File: src/rtl/instr_fetch.sv
// Instruction fetch responder: one word read per PC request, buffered until the datapath consumes it.
// Optional bus timeout fault is compiled in with `define IFETCH_TIMEOUT_EN.
module instr_fetch #(
  parameter int unsigned TIMEOUT_CYCLES = 255,
  parameter logic [31:0] NOP_INST       = 32'h0000_0013
) (
  input  logic        clk,
  input  logic        nrst,
  input  logic [31:0] next_pc,
  input  logic        next_pc_en,
  input  logic        dp_ready,
  output logic        inst_ready,
  output logic        inst_valid,
  output logic [31:0] inst,
  output logic [31:0] inst_pc,
  output logic        inst_fault,
  output logic [1:0]  inst_fault_cause,
  output logic        mem_ren,
  output logic [31:0] mem_addr,
  input  logic [31:0] mem_rdata,
  input  logic        mem_ack
);

  typedef enum logic [1:0] {
    IDLE = 2'd0,
    REQ  = 2'd1,
    HOLD = 2'd2
  } state_t;

  localparam logic [1:0] CAUSE_NONE    = 2'b00;
  localparam logic [1:0] CAUSE_MISALGN = 2'b01;
  localparam logic [1:0] CAUSE_TIMEOUT = 2'b10;

  state_t      state_r, state_s;
  logic        mem_ren_r, mem_ren_s;
  logic [31:0] mem_addr_r, mem_addr_s;
  logic [31:0] inst_r, inst_s;
  logic [31:0] inst_pc_r, inst_pc_s;
  logic        inst_valid_r, inst_valid_s;
  logic        inst_fault_r, inst_fault_s;
  logic [1:0]  cause_r, cause_s;

`ifdef IFETCH_TIMEOUT_EN
  localparam logic [15:0] TIMEOUT_LAST = 16'(TIMEOUT_CYCLES - 32'd1);
  logic [15:0] cnt_r, cnt_s;
`else
  logic [31:0] timeout_unused_s;
  assign timeout_unused_s = TIMEOUT_CYCLES;
`endif

  // Next-state and next-output computation; every register holds unless a transition updates it.
  always_comb begin
    state_s      = state_r;
    mem_ren_s    = mem_ren_r;
    mem_addr_s   = mem_addr_r;
    inst_s       = inst_r;
    inst_pc_s    = inst_pc_r;
    inst_valid_s = inst_valid_r;
    inst_fault_s = inst_fault_r;
    cause_s      = cause_r;
`ifdef IFETCH_TIMEOUT_EN
    cnt_s        = cnt_r;
`endif
    case (state_r)
      IDLE: begin
        if (next_pc_en) begin
          if (next_pc[1:0] != 2'b00) begin
            inst_s       = NOP_INST;
            inst_pc_s    = next_pc;
            inst_fault_s = 1'b1;
            cause_s      = CAUSE_MISALGN;
            inst_valid_s = 1'b1;
            state_s      = HOLD;
          end else begin
            mem_addr_s = next_pc;
            mem_ren_s  = 1'b1;
            state_s    = REQ;
`ifdef IFETCH_TIMEOUT_EN
            cnt_s      = 16'd0;
`endif
          end
        end else begin
          state_s = IDLE;
        end
      end
      REQ: begin
        // An ack always wins over a timeout landing in the same cycle.
        if (mem_ack) begin
          inst_s       = mem_rdata;
          inst_pc_s    = mem_addr_r;
          inst_fault_s = 1'b0;
          cause_s      = CAUSE_NONE;
          inst_valid_s = 1'b1;
          mem_ren_s    = 1'b0;
          state_s      = HOLD;
        end
`ifdef IFETCH_TIMEOUT_EN
        else if (cnt_r == TIMEOUT_LAST) begin
          inst_s       = NOP_INST;
          inst_pc_s    = mem_addr_r;
          inst_fault_s = 1'b1;
          cause_s      = CAUSE_TIMEOUT;
          inst_valid_s = 1'b1;
          mem_ren_s    = 1'b0;
          state_s      = HOLD;
        end else begin
          cnt_s = cnt_r + 16'd1;
        end
`else
        else begin
          state_s = REQ;
        end
`endif
      end
      HOLD: begin
        if (dp_ready) begin
          inst_valid_s = 1'b0;
          state_s      = IDLE;
        end else begin
          state_s = HOLD;
        end
      end
      default: begin
        state_s      = IDLE;
        mem_ren_s    = 1'b0;
        inst_valid_s = 1'b0;
      end
    endcase
  end

  // State and output registers with asynchronous reset.
  always_ff @(posedge clk or negedge nrst) begin
    if (!nrst) begin
      state_r      <= IDLE;
      mem_ren_r    <= 1'b0;
      mem_addr_r   <= 32'd0;
      inst_r       <= NOP_INST;
      inst_pc_r    <= 32'd0;
      inst_valid_r <= 1'b0;
      inst_fault_r <= 1'b0;
      cause_r      <= CAUSE_NONE;
    end else begin
      state_r      <= state_s;
      mem_ren_r    <= mem_ren_s;
      mem_addr_r   <= mem_addr_s;
      inst_r       <= inst_s;
      inst_pc_r    <= inst_pc_s;
      inst_valid_r <= inst_valid_s;
      inst_fault_r <= inst_fault_s;
      cause_r      <= cause_s;
    end
  end

`ifdef IFETCH_TIMEOUT_EN
  // Wait counter for the current memory request.
  always_ff @(posedge clk or negedge nrst) begin
    if (!nrst) begin
      cnt_r <= 16'd0;
    end else begin
      cnt_r <= cnt_s;
    end
  end
`endif

  assign inst_ready       = inst_valid_r & dp_ready;
  assign inst_valid       = inst_valid_r;
  assign inst             = inst_r;
  assign inst_pc          = inst_pc_r;
  assign inst_fault       = inst_fault_r;
  assign inst_fault_cause = cause_r;
  assign mem_ren          = mem_ren_r;
  assign mem_addr         = mem_addr_r;

endmodule

File: config.mk
export PLATFORM = sky130hd
export DESIGN_NAME = instr_fetch
export DESIGN_NICKNAME = d
export VERILOG_FILES = /design/src/rtl/instr_fetch.sv
export SDC_FILE = /design/constraint.sdc
export NUM_CORES = 1
export LEC_CHECK = 0
export CORE_MARGIN = 2
export CORE_UTILIZATION = 39
export DETAILED_ROUTE_END_ITERATION = 7
export PLACE_DENSITY = 0.89
export SLEW_MARGIN = 20
export SYNTH_ARGS = -nofsm -noshare
export SYNTH_HDL_FRONTEND = slang
export SYNTH_SLANG_ARGS = --single-unit
File: constraint.sdc
create_clock -name clk -period 1.6 [get_ports clk]
set_input_delay 0.24 -clock clk [delete_from_list [all_inputs] [get_ports clk]]
set_output_delay 0.24 -clock clk [all_outputs]
set_load 0.01 [all_outputs]
==> PnR_summary.wiki, run 1 <==
{| class="wikitable"
! Metric !! Value
|-
| Class of the most critical hold timing path || input pin to register
|-
| Highest-count cells in the layout ignoring fill and taps || sky130_fd_sc_hd__clkdlybuf4s50_1, sky130_fd_sc_hd__dfrtp_1, sky130_fd_sc_hd__o21ai_0, sky130_fd_sc_hd__mux2i_1, sky130_fd_sc_hd__a22o_1
|-
| TritonCTS clock tree || yes
|-
| Vias in the first global route || 3316
|-
| Remaining DRCs || 0
|-
| Global-route met2 utilization || 0.3233
|-
| Ratio of total power to cell area || 1410 mW/mm2
|-
| Routed via count || 3260
|-
| GP Congestion || 0.7431
|-
| Root buffer cell || sky130_fd_sc_hd__clkbuf_8
|-
| Startpoint type of the worst setup path || register
|-
| Count of antenna diodes in the layout || 0
|-
| Clock sinks || 101
|-
| Fin Setup TNS || 0 ns
|-
| Setup CP Type || register to output port
|-
| Maximum vdd drop || 0.8077 mV
|-
| Family with the most delay on the worst path || buffers and inverters
|-
| Standard-cell rows || 37
|-
| Aggregate global routing overflow || 0
|-
| EDFF count, synth || 0
|-
| CORE AREA || 0.01028 mm2
|-
| Initial Util || 0.3990
|-
| Post-route clock period utilization || 0.9609
|-
| Count of yosys warnings during synthesis || 0
|-
| Outcome || completed
|-
| Critical Path Slowest Stage Cell || sky130_fd_sc_hd__clkdlybuf4s50_1
|-
| GR Util All Layers || 0.1894
|-
| Avg Inst Size Synth || roughly 13 um2
|-
| Floorplan die width || 106.5 um
|-
| Share of synthesized flip-flops with an asynchronous set or reset || 1.000
|-
| Hold Vio Cnt, Final || 0
|-
| Area enclosed by the die boundary || 0.01135 mm2
|-
| Netlist area before placement || 0.004100 mm2
|-
| Total clock buffers created by CTS || 9
|-
| Number of input and output port buffers inserted || around 170
|-
| Layer with the highest usage || met2
|-
| First-pass iteration count of the detailed router || 4
|-
| Pin count of the biggest net entering global routing || 43
|-
| Sequential-to-total area share from yosys stat || 0.6173
|-
| Dominant synthesized flop cell || sky130_fd_sc_hd__dfrtp_1
|-
| Number of synthesized register bits || about 100
|-
| Worst path bufs/invs || 1
|-
| Critical path capture point type || output port
|-
| Count of final setup violators || 0
|-
| Count of different cell masters after synthesis || 30
|-
| Most common library cell in the layout ignoring fill and taps || sky130_fd_sc_hd__clkdlybuf4s50_1
|-
| Post-detailed-route via-to-cell ratio || 5.166
|-
| Share of cells above drive strength 1 || 0.1576
|-
| Clock insertion delay at the later pin of the skew report || 0.35 ns
|-
| Number of levels in the clock H-tree || 3
|-
| Number of cells produced by synthesis || 311
|-
| Synth-to-Final Area Change || 54.07%
|-
| Initial antenna violation count || 0
|-
| Net count of the mapped netlist || 380
|-
| Largest fanout on the critical path || 3
|-
| Initial DRC Count || roughly 200
|-
| Vertical die dimension || 106.5 um
|-
| Number of pins exceeding their max-slew limit in the final report || 0
|-
| Unrepaired setup endpoints after global routing || false
|-
| Highest cell delay on the worst timing path || approximately 0.55 ns
|-
| Required @ worst endpoint || between 1 and 1.5 ns
|-
| Clk buf depth || 2
|-
| WHS || between 0.3 and 0.4 ns
|-
| Antenna Violating Nets Remaining || 0
|-
| Met3 layer usage reported by global route || 0.05457
|-
| Maxcap violations || 0
|-
| Mean routed wirelength per cell || 17.19 um
|-
| Global routing usage on met1 || 0.2364
|-
| Aggregate routed wire length || approximately 11000 um
|-
| Top-Level Pins || approximately 170
|-
| Clock slew seen by the registers of the worst setup and hold paths || 0.09 ns
|-
| Global-route wire length before repair || 17020 um
|-
| Net total in the final layout || 560
|-
| Data arrival, critical path || 1.30 ns
|-
| Post-route core utilization || 0.6147
|-
| Critical path cell sequence || clkdlybuf4s50_1
|-
| DPL Wire Length || 7553 um
|-
| Post-Route Skew || ~0.0086 ns
|-
| Cell leakage power || about 2.6 nW
|-
| Achievable frequency || ~0.65 GHz
|-
| Final-layout fill cell count || 831
|-
| Period minus WS final || between 1.5 and 2 ns
|}
## through the flow
| step | area, um2 | power [mW] | cells | worst slack [ns] |
|---|---|---|---|---|
| global route | 6317 | 9.443 | 631 | 0.002082 |
| finish | 6317 | 8.910 | 631 | 0.06258 |
| global placement | 6011 | 7.394 | 607 | -0.4184 |
| CTS | 6211 | 8.983 | 626 | -0.03180 |
| floorplan | 4104 | 5.236 | 311 | -0.008362 |
| detailed placement | 6011 | 7.527 | 607 | -0.4601 |
## Yosys cell counts, types with 2 or more instances
master / number / area share
sky130_fd_sc_hd__dfrtp_1: 98 / 0.60
sky130_fd_sc_hd__o21ai_0: 67 / 0.082
sky130_fd_sc_hd__dfstp_2: 3 / 0.019
sky130_fd_sc_hd__nor2b_1: 3 / 0.0046
sky130_fd_sc_hd__mux2i_1: 32 / 0.078
sky130_fd_sc_hd__nand2_1: 3 / 0.0027
sky130_fd_sc_hd__clkbuf_1: 7 / 0.0064
sky130_fd_sc_hd__a22o_1: 29 / 0.062
sky130_fd_sc_hd__buf_4: 2 / 0.0037
sky130_fd_sc_hd__clkbuf_2: 2 / 0.0024
sky130_fd_sc_hd__o22a_1: 3 / 0.0064
sky130_fd_sc_hd__buf_2: 11 / 0.013
sky130_fd_sc_hd__mux2_1: 2 / 0.0055
sky130_fd_sc_hd__inv_1: 3 / 0.0027
sky130_fd_sc_hd__buf_6: 3 / 0.0082
sky130_fd_sc_hd__nor2_1: 2 / 0.0018
sky130_fd_sc_hd__mux2_2: 28 / 0.077
## worst paths after layout
check / start / endpoint / slack (ns) / depth (start not counted)
setup / recovery: mem_addr[8] / mem_addr[8] / 0.06 / 1
hold reg to reg: inst[8] / inst[8] / 0.51 / 1
hold / removal: next_pc[1] / inst_pc[1] / 0.30 / 3
min in group asynchronous: nrst / inst[24] / 0.36 / 2
max in group asynchronous: nrst / state_r[0] / 0.63 / 3
setup reg to reg: state_r[0] / inst_pc[6] / 0.08 / 4
## flip-flops by register name, indices dropped and copies added (netlist names)
register and count:
inst 32, inst_fault_cause 1, inst_pc 32, inst_valid 1, mem_addr 32, mem_ren 1
state_r 2
## repair_timing
item / 4_1_cts / 5_1_grt
resized for setup: 7 / 11
gates cloned: 1 / 3
hold buffers: 1 / 0
setup endpoints to repair: 23 / 93
endpoints found under the hold margin: 27 / 0
buffers inserted: 2 / 2
pin swaps: 0 / 2
## layer usage
metal | up-vias | share of wire
li1 | 1492 | -
met1 | 1624 | 0.41
met2 | 131 | 0.50
met3 | 13 | 0.077
met4 | 0 | 0.013
met5 | - | 0
## power by group
| part | switching [mW] | total (mW) | internal [mW] |
|---|---|---|---|
| logic | 1.46 | 3.62 | 2.16 |
| clock network | 0.839 | 1.40 | 0.564 |
| registers | 0.528 | 3.89 | 3.36 |
| total | 2.82 | 8.91 | 6.08 |
## layout make-up
type	count	area, um2	area share
flip-flops and latches	101	2532	0.4009
repair buffers	195	2012	0.3185
multi-input cells	181	1426	0.2258
well taps	136	170.2	0.02694
clock buffers	10	127.6	0.02020
clock inverters	5	37.54	0.005942
inverters	3	11.26	0.001783
## cell families (layout without fill, tap and decap cells)
| kind of cell | after synthesis | in the layout | synth area share |
|---|---|---|---|
| and+or+nand+nor | 14 | 14 | 0.02289 |
| muxes | 62 | 62 | 0.1605 |
| other | 1 | 1 | 0.0009146 |
| DFF | 101 | 101 | 0.6173 |
| AOI/OAI and AO/OA | 104 | 104 | 0.1605 |
| buffers and inverters | 29 | 213 | 0.03784 |
(Power assumes the default switching activity.)
==> run 2, diff against run 1 <==
Settings changed: SLEW_MARGIN 20 to default.
==> results of run 2 <==
The final DEF is identical to that of run 1; final timing and power are the same.
